File: src/rtl/mem_arbiter_if.sv
// Bus bundle joining the I-cache refill path, the DataCache path and MainMemory
// through the arbiter. The arbiter uses the slave view; the environment uses master.
interface mem_arbiter_if;
  logic        i_read;
  logic [31:0] i_addr;
  logic [31:0] i_rdata;
  logic        i_ready;
  logic        d_read;
  logic        d_write;
  logic [31:0] d_addr;
  logic [31:0] d_wdata;
  logic [31:0] d_rdata;
  logic        d_ready;
  logic        mem_read;
  logic        mem_write;
  logic [31:0] mem_addr;
  logic [31:0] mem_wdata;
  logic [31:0] mem_rdata;
  logic        mem_ready;

  modport slave (
    input  i_read, i_addr, d_read, d_write, d_addr, d_wdata, mem_rdata, mem_ready,
    output i_rdata, i_ready, d_rdata, d_ready, mem_read, mem_write, mem_addr, mem_wdata
  );

  modport master (
    output i_read, i_addr, d_read, d_write, d_addr, d_wdata, mem_rdata, mem_ready,
    input  i_rdata, i_ready, d_rdata, d_ready, mem_read, mem_write, mem_addr, mem_wdata
  );
endinterface

File: src/rtl/mem_arbiter.sv
// Two-way MainMemory arbiter: data side wins ties, but after STARVE_LIMIT data grants
// with an instruction fetch waiting, the fetch is forced through next.
module mem_arbiter #(
  parameter int STARVE_LIMIT = 4
) (
  input  logic         clk,
  input  logic         rst,
  mem_arbiter_if.slave bus
);
  localparam int CW = $clog2(STARVE_LIMIT + 1);
  localparam logic [CW-1:0] C_LIMIT = CW'(STARVE_LIMIT);

  localparam logic [1:0] S_IDLE  = 2'd0;
  localparam logic [1:0] S_GNT_I = 2'd1;
  localparam logic [1:0] S_GNT_D = 2'd2;

  logic [1:0]    r_state;
  logic [CW-1:0] r_starve_cnt;
  logic          w_d_req;
  logic          w_starved;

  assign w_d_req   = bus.d_read | bus.d_write;
  assign w_starved = (r_starve_cnt == C_LIMIT);

  // Grants are only decided in IDLE and every completion returns there, so a request
  // still held after its ready pulse never reaches memory as a second access.
  always_ff @(posedge clk) begin
    // NOTE: state registers use non-blocking assignments so every flop samples
    // pre-edge values regardless of statement order.
    if (!rst) begin
      r_state      <= S_IDLE;
      r_starve_cnt <= '0;
    end else begin
      case (r_state)
        S_IDLE: begin
          if (bus.i_read && (!w_d_req || w_starved)) begin
            r_state <= S_GNT_I;
          end else if (w_d_req) begin
            r_state <= S_GNT_D;
          end
        end
        S_GNT_I: begin
          if (bus.mem_ready) begin
            r_state      <= S_IDLE;
            r_starve_cnt <= '0;
          end
        end
        S_GNT_D: begin
          if (bus.mem_ready) begin
            r_state <= S_IDLE;
            if (!bus.i_read) begin
              r_starve_cnt <= '0;
            end else if (!w_starved) begin
              r_starve_cnt <= r_starve_cnt + 1'b1;
            end
          end
        end
        default: r_state <= S_IDLE;
      endcase
    end
  end

  always_comb begin
    // NOTE: every output gets a default before the case so no path infers a latch.
    bus.mem_read  = 1'b0;
    bus.mem_write = 1'b0;
    bus.mem_addr  = '0;
    bus.mem_wdata = '0;
    bus.i_ready   = 1'b0;
    bus.d_ready   = 1'b0;
    case (r_state)
      S_GNT_I: begin
        bus.mem_read = 1'b1;
        bus.mem_addr = bus.i_addr;
        bus.i_ready  = bus.mem_ready;
      end
      S_GNT_D: begin
        // A simultaneous read+write request is carried out as a write.
        bus.mem_write = bus.d_write;
        bus.mem_read  = bus.d_read & ~bus.d_write;
        bus.mem_addr  = bus.d_addr;
        bus.mem_wdata = bus.d_wdata;
        bus.d_ready   = bus.mem_ready;
      end
      default: ;
    endcase
  end

  assign bus.i_rdata = bus.mem_rdata;
  assign bus.d_rdata = bus.mem_rdata;
endmodule
File: src/flat_wrapper.sv
// flat-port wrapper written by rule: the top's interface ports become plain ports
module mem_arbiter_flat 
#(
  parameter int STARVE_LIMIT = 4
)
  (clk, rst, bus_i_read, bus_i_addr, bus_d_read, bus_d_write, bus_d_addr, bus_d_wdata, bus_mem_rdata, bus_mem_ready, bus_i_rdata, bus_i_ready, bus_d_rdata, bus_d_ready, bus_mem_read, bus_mem_write, bus_mem_addr, bus_mem_wdata);
  mem_arbiter_if bus_i ();
  input  logic clk;
  input  logic rst;
  input wire logic [$bits(bus_i.i_read)-1:0] bus_i_read;
  input wire logic [$bits(bus_i.i_addr)-1:0] bus_i_addr;
  input wire logic [$bits(bus_i.d_read)-1:0] bus_d_read;
  input wire logic [$bits(bus_i.d_write)-1:0] bus_d_write;
  input wire logic [$bits(bus_i.d_addr)-1:0] bus_d_addr;
  input wire logic [$bits(bus_i.d_wdata)-1:0] bus_d_wdata;
  input wire logic [$bits(bus_i.mem_rdata)-1:0] bus_mem_rdata;
  input wire logic [$bits(bus_i.mem_ready)-1:0] bus_mem_ready;
  output wire logic [$bits(bus_i.i_rdata)-1:0] bus_i_rdata;
  output wire logic [$bits(bus_i.i_ready)-1:0] bus_i_ready;
  output wire logic [$bits(bus_i.d_rdata)-1:0] bus_d_rdata;
  output wire logic [$bits(bus_i.d_ready)-1:0] bus_d_ready;
  output wire logic [$bits(bus_i.mem_read)-1:0] bus_mem_read;
  output wire logic [$bits(bus_i.mem_write)-1:0] bus_mem_write;
  output wire logic [$bits(bus_i.mem_addr)-1:0] bus_mem_addr;
  output wire logic [$bits(bus_i.mem_wdata)-1:0] bus_mem_wdata;
  assign bus_i.i_read = bus_i_read;
  assign bus_i.i_addr = bus_i_addr;
  assign bus_i.d_read = bus_d_read;
  assign bus_i.d_write = bus_d_write;
  assign bus_i.d_addr = bus_d_addr;
  assign bus_i.d_wdata = bus_d_wdata;
  assign bus_i.mem_rdata = bus_mem_rdata;
  assign bus_i.mem_ready = bus_mem_ready;
  assign bus_i_rdata = bus_i.i_rdata;
  assign bus_i_ready = bus_i.i_ready;
  assign bus_d_rdata = bus_i.d_rdata;
  assign bus_d_ready = bus_i.d_ready;
  assign bus_mem_read = bus_i.mem_read;
  assign bus_mem_write = bus_i.mem_write;
  assign bus_mem_addr = bus_i.mem_addr;
  assign bus_mem_wdata = bus_i.mem_wdata;
  mem_arbiter #(.STARVE_LIMIT(STARVE_LIMIT)) u_core (.clk(clk), .rst(rst), .bus(bus_i));
endmodule
File: config.mk
export PLATFORM = sky130hd
export DESIGN_NAME = mem_arbiter_flat
export DESIGN_NICKNAME = d
export VERILOG_FILES = /design/src/rtl/mem_arbiter_if.sv /design/src/rtl/mem_arbiter.sv /design/src/flat_wrapper.sv
export SDC_FILE = /design/constraint.sdc
export NUM_CORES = 1
export LEC_CHECK = 0
export CAP_MARGIN = 25
export CORE_AREA = 2 2 104 106
export DETAILED_ROUTE_END_ITERATION = 10
export DIE_AREA = 0 0 106 108
export PLACE_DENSITY = 0.64
export SLEW_MARGIN = 20
export SYNTH_ARGS = -nofsm -noshare
export SYNTH_HDL_FRONTEND = slang
export SYNTH_SLANG_ARGS = --single-unit
export TNS_END_PERCENT = 100
File: constraint.sdc
create_clock -name clk -period 3.9 [get_ports clk]
set_input_delay 0.39 -clock clk [delete_from_list [all_inputs] [get_ports clk]]
set_output_delay 0.39 -clock clk [all_outputs]
set_load 0.02 [all_outputs]
### Word-level counts from Yosys, hierarchy flattened

Index checks and enable logic that the tools add are counted.

| storage, ports and cells | value |
|---|---|
| flip-flop bits (word level) | 5 |
| input bits | 134 |
| output and inout port bits | 132 |
| logic and storage cells | 37 |

| operators by class | value |
|---|---|
| add/sub/neg operators | 1 |
| eq/ne operators | 8 |
| mux-type cells | 15 |
| bitwise operators | 3 |
| reductions and logical operators | 8 |

Operator list:

| kind | count |
|---|---|
| $pmux W32 S2 | 1 |
| $mux W32 | 1 |
| $mux W3 | 4 |
| $mux W2 | 3 |
| $pmux W3 S2 | 1 |
| $ne A2 B2 Y1 const B | 2 |
| $pmux W2 S2 | 1 |
| $reduce_and A4 Y1 | 1 |
| $add A3 B1 Y3 const B | 1 |
| $eq A3 B3 Y1 const B | 1 |
| $mux W1 | 3 |
| $ne A3 B1 Y1 const B | 1 |
| $ne A3 B3 Y1 const B | 1 |
| $eq A2 B1 Y1 const B | 1 |
| $eq A2 B2 Y1 const B | 1 |
| $logic_not A2 Y1 | 1 |
| $ne A2 B1 Y1 const B | 1 |
| $pmux W1 S2 | 1 |
| $reduce_and A2 Y1 | 1 |
| $reduce_bool A2 Y1 | 1 |
| $reduce_or A2 Y1 | 1 |
| $and A1 B1 Y1 | 1 |
| $logic_and A1 B1 Y1 | 1 |
| $logic_not A1 Y1 | 1 |
| 3 further kinds | 3 |

### Longest topological paths before layout

| logic depth | value |
|---|---|
| depth after elaboration | 6 |
| mapped depth | 6 |
| gate-level depth less buffers | 5 |

### Least setup slack after synthesis

OpenSTA, ideal clock, no wires.

| path | value |
|---|---|
| path type | register to output |
| start point | register u_core.r_state[0] |
| end point | output bus_mem_addr[18] |
| data arrival time | 1.378 ns |
| required time | 3.510 ns |
| slack | 2.132 ns |
| cell stages (with the launch flop) | 6 |
| buffers on the path | 2 |
| cell sequence | dfxtp_1 inv_1 ha_1 buf_2 clkbuf_1 nor2b_1 |

| between the ends | value |
|---|---|
| cells in the longest elaborated chain, start to end | 2 |
| elaborated cells on any way between the ends | 3 |
| classes of those cells | eq/ne: 2; mux: 1 |

RTL lines:

| element | RTL line | text |
|---|---|---|
| start, declared | mem_arbiter.sv:17 | `logic [1:0] r_state;` |
| start signal, assigned | mem_arbiter.sv:31 | `r_state <= S_IDLE;` |
| start signal, assigned | mem_arbiter.sv:37 | `r_state <= S_GNT_I;` |
| start signal, assigned | mem_arbiter.sv:39 | `r_state <= S_GNT_D;` |
| $eq A2 B2 Y1 / $eq A2 B1 Y1 (equally long branches) | mem_arbiter.sv:71 | `case (r_state)` |
| $pmux W32 S2 * | mem_arbiter.sv:71 |  |
| end, declared | flat_wrapper.sv:24 | `output wire logic [$bits(bus_i.mem_addr)-1:0] bus_mem_addr;` |

Every way passes the cells marked *; elsewhere a longest branch is shown, timed or not.

### Final worst setup path

| path | value |
|---|---|
| start point | register u_core.r_state[0] |
| end point | output bus_mem_addr[5] |

The elaborated chain is that of the path after synthesis.

==> impl_metrics.ini <==
[timing]
worst_pin_slew_ns = 0.550
rsz0062_at_grt = no
fmaxAchievable_ghz = 0.343
fin_worst_skew_ns = 0.00274
final_max_slew_viol_count = 0
fin_hold_ws_ns = 0.502
hold_viol_final = 0
period_share_pct = 74.8
slew_headroom_pct = 63.3
fin_crit_ns = 2.92
tns_ns = 0
setup_viol = 0

[global_route]
grt_max_degree = 44
grt_pass1_wl_mm = 9.98
gr-total-overflow = 0
grt_pass1_vias = 1818
antenna_found_initial = 0
track_usage_pct = 10.9

[finish]
final_common_cell = clkdlybuf4s50_1
fin_nets = 457
syn_to_final_growth_pct = 85.6
final.fill_count = 1100
most-common-layout-cells = 169 x clkdlybuf4s50_1, 36 x and2_1, 33 x nor2b_1
drive_gt1_share_pct = 2.84
antenna_cells = 0

[clock_network]
cts-resized-gates = 0
cts_tree = built
cts_buffers = 3
ctsHoldBuffers = 0
h-tree-depth = 1
clk_latency_ns = 0.23
clk_path_buf_depth = 2
clock-root-buffer = clkbuf_8
postCtsSetupRepairBufs = 0
clk_pin_slew_ns = 0.04
clkSinkCount = 5

[floorplanning]
initial_core_util_pct = 15.6
die_area_um2 = 11400
rows = 37
die_h_um = 108
dieWidth_um = 106
design.core.area_um2 = 10200
io-pin-count = 266

[worst_setup_path]
slowest_delay_ns = 0.62
path_cells = inv_1 > ha_2 > buf_4 > a22oi_1 > nor2b_1 > clkdlybuf4s50_1
critPathArrivalTime_ns = 2.53
crit_type = reg -> out
required_ns = 3.51
worstPathMaxFanout = 43
critPathLaunchType = flop
worst_setup_path_end_kind = output port
critPathSlowestCell = clkdlybuf4s50_1

[route]
vias_per_cell = 4.01
vias = 1816
detail-route-antenna-nets = 0
drc = 0
first_iter_violations = 69
wl_per_cell_um = 15.2
firstDrtPassIters = 5
wirelength_mm = 6.89

[synth]
synth_area_um2 = 1600
seq_area_frac_synth_pct = 6.27
avgSynthCellArea_um2 = 7.22
ys_types = 30
yosysWarnings = 0
synth_fp_nets = 360
synthArstFlopShare_pct = 0
ys_ff_latch = 5
synth-edff-count = 0
syn_inst = 221
ys.flop_type = dfxtp_1

[power_and_ir_drop]
ir_drop_mv = 0.165
p_per_area_nw_per_um2 = 192
p_total_uw = 569
leakagePower_uw = 0.000988

[place]
gp_congestion = 0.675
hpwl_mm = 5.68
io_buffer_count = 169

[hold_path]
min_path_type = reg -> reg

[status]
outcome = finished clean

[run]
drv_cap = 0
## path summary, 6_finish.rpt
| path | from | end | slack (ns) | depth (start not counted) |
|---|---|---|---|---|
| setup reg to reg | u_core.r_state[1] | u_core.r_starve_cnt[1] | 2.13 | 6 |
| hold reg to reg | u_core.r_state[0] | u_core.r_state[0] | 0.50 | 2 |
| hold / removal | u_core.r_state[0] | u_core.r_state[0] | 0.50 | 2 |
| setup / recovery | u_core.r_state[0] | bus_mem_addr[5] | 0.98 | 6 |
## stage by stage
stage / instances / instance area, µm² / setup WS (ns) / util (%)
after floorplan: 221 / 1600 / 2.13 / -
after global placement: 449 / 2920 / 1.27 / 28.5
after detailed placement: 449 / 2920 / 1.19 / 28.5
after CTS: 453 / 2960 / 0.932 / 28.9
after global routing: 453 / 2960 / 0.739 / 28.9
final: 453 / 2960 / 0.981 / 28.9
## registers in the layout, summed over array words and instances, names as in the netlist
name / flops
u_core.r_state: 2
u_core.r_starve_cnt: 3
## cell families (layout without fill, tap and decap cells)
logic type	count (synthesis)	after routing	share of synthesized area, %
simple gates	81	81	31.2
buf+inv	85	181	36.6
fa+ha+maj	5	5	3.92
flops	5	5	6.27
compound gates	45	45	22.0
## critical path, delay by kind of cell, from the launching register on
kind | cells | cell delay [ns]
buffers and inverters | 3 | 1.13
AND/OR/NAND/NOR | 1 | 0.14
flip-flops | 1 | 0.32
adder cells (fa/ha/maj) | 1 | 0.54
AO/OA/AOI/OAI | 1 | 0.15
## synth_stat cells (2+ instances only)
library cell | instances | area share, %
nor2b_1 | 33 | 13
dfxtp_1 | 5 | 6.3
inv_1 | 5 | 1.2
a22oi_1 | 32 | 15
and2_1 | 36 | 14
buf_2 | 8 | 2.5
nand4_1 | 2 | 0.78
ha_1 | 5 | 3.9
buf_4 | 65 | 31
nand2_1 | 5 | 1.2
clkbuf_1 | 3 | 0.71
o21ai_0 | 2 | 0.63
clkbuf_2 | 3 | 0.94
## where the power goes
group,internal [µW],switching [µW]
Sequential,53.8,1.54
Clock,70.7,31.5
Combinational,232,179
Total,356,212
## per-layer routing
metal  wire length (µm)  part of all wire [%]  track usage [%]  up-vias
met3                683                   9.9             2.89        5
met4                 37                  0.54             1.79        0
li1                   -                     -                -      869
met2               3800                    55             22.2      122
met1               2370                    34             11.3      820
met5                  0                     0                0        -
## cell type report
type / count / area [µm²] / share of cell area (%)
Clock buffer: 4 / 45.0 / 1.52
Timing Repair Buffer: 172 / 1710 / 57.9
Inverter: 5 / 18.8 / 0.634
Sequential cell: 5 / 100 / 3.38
Tap cell: 136 / 170 / 5.75
Multi-Input combinational cell: 131 / 913 / 30.8
Note: power is estimated with default switching activity, not from simulation.
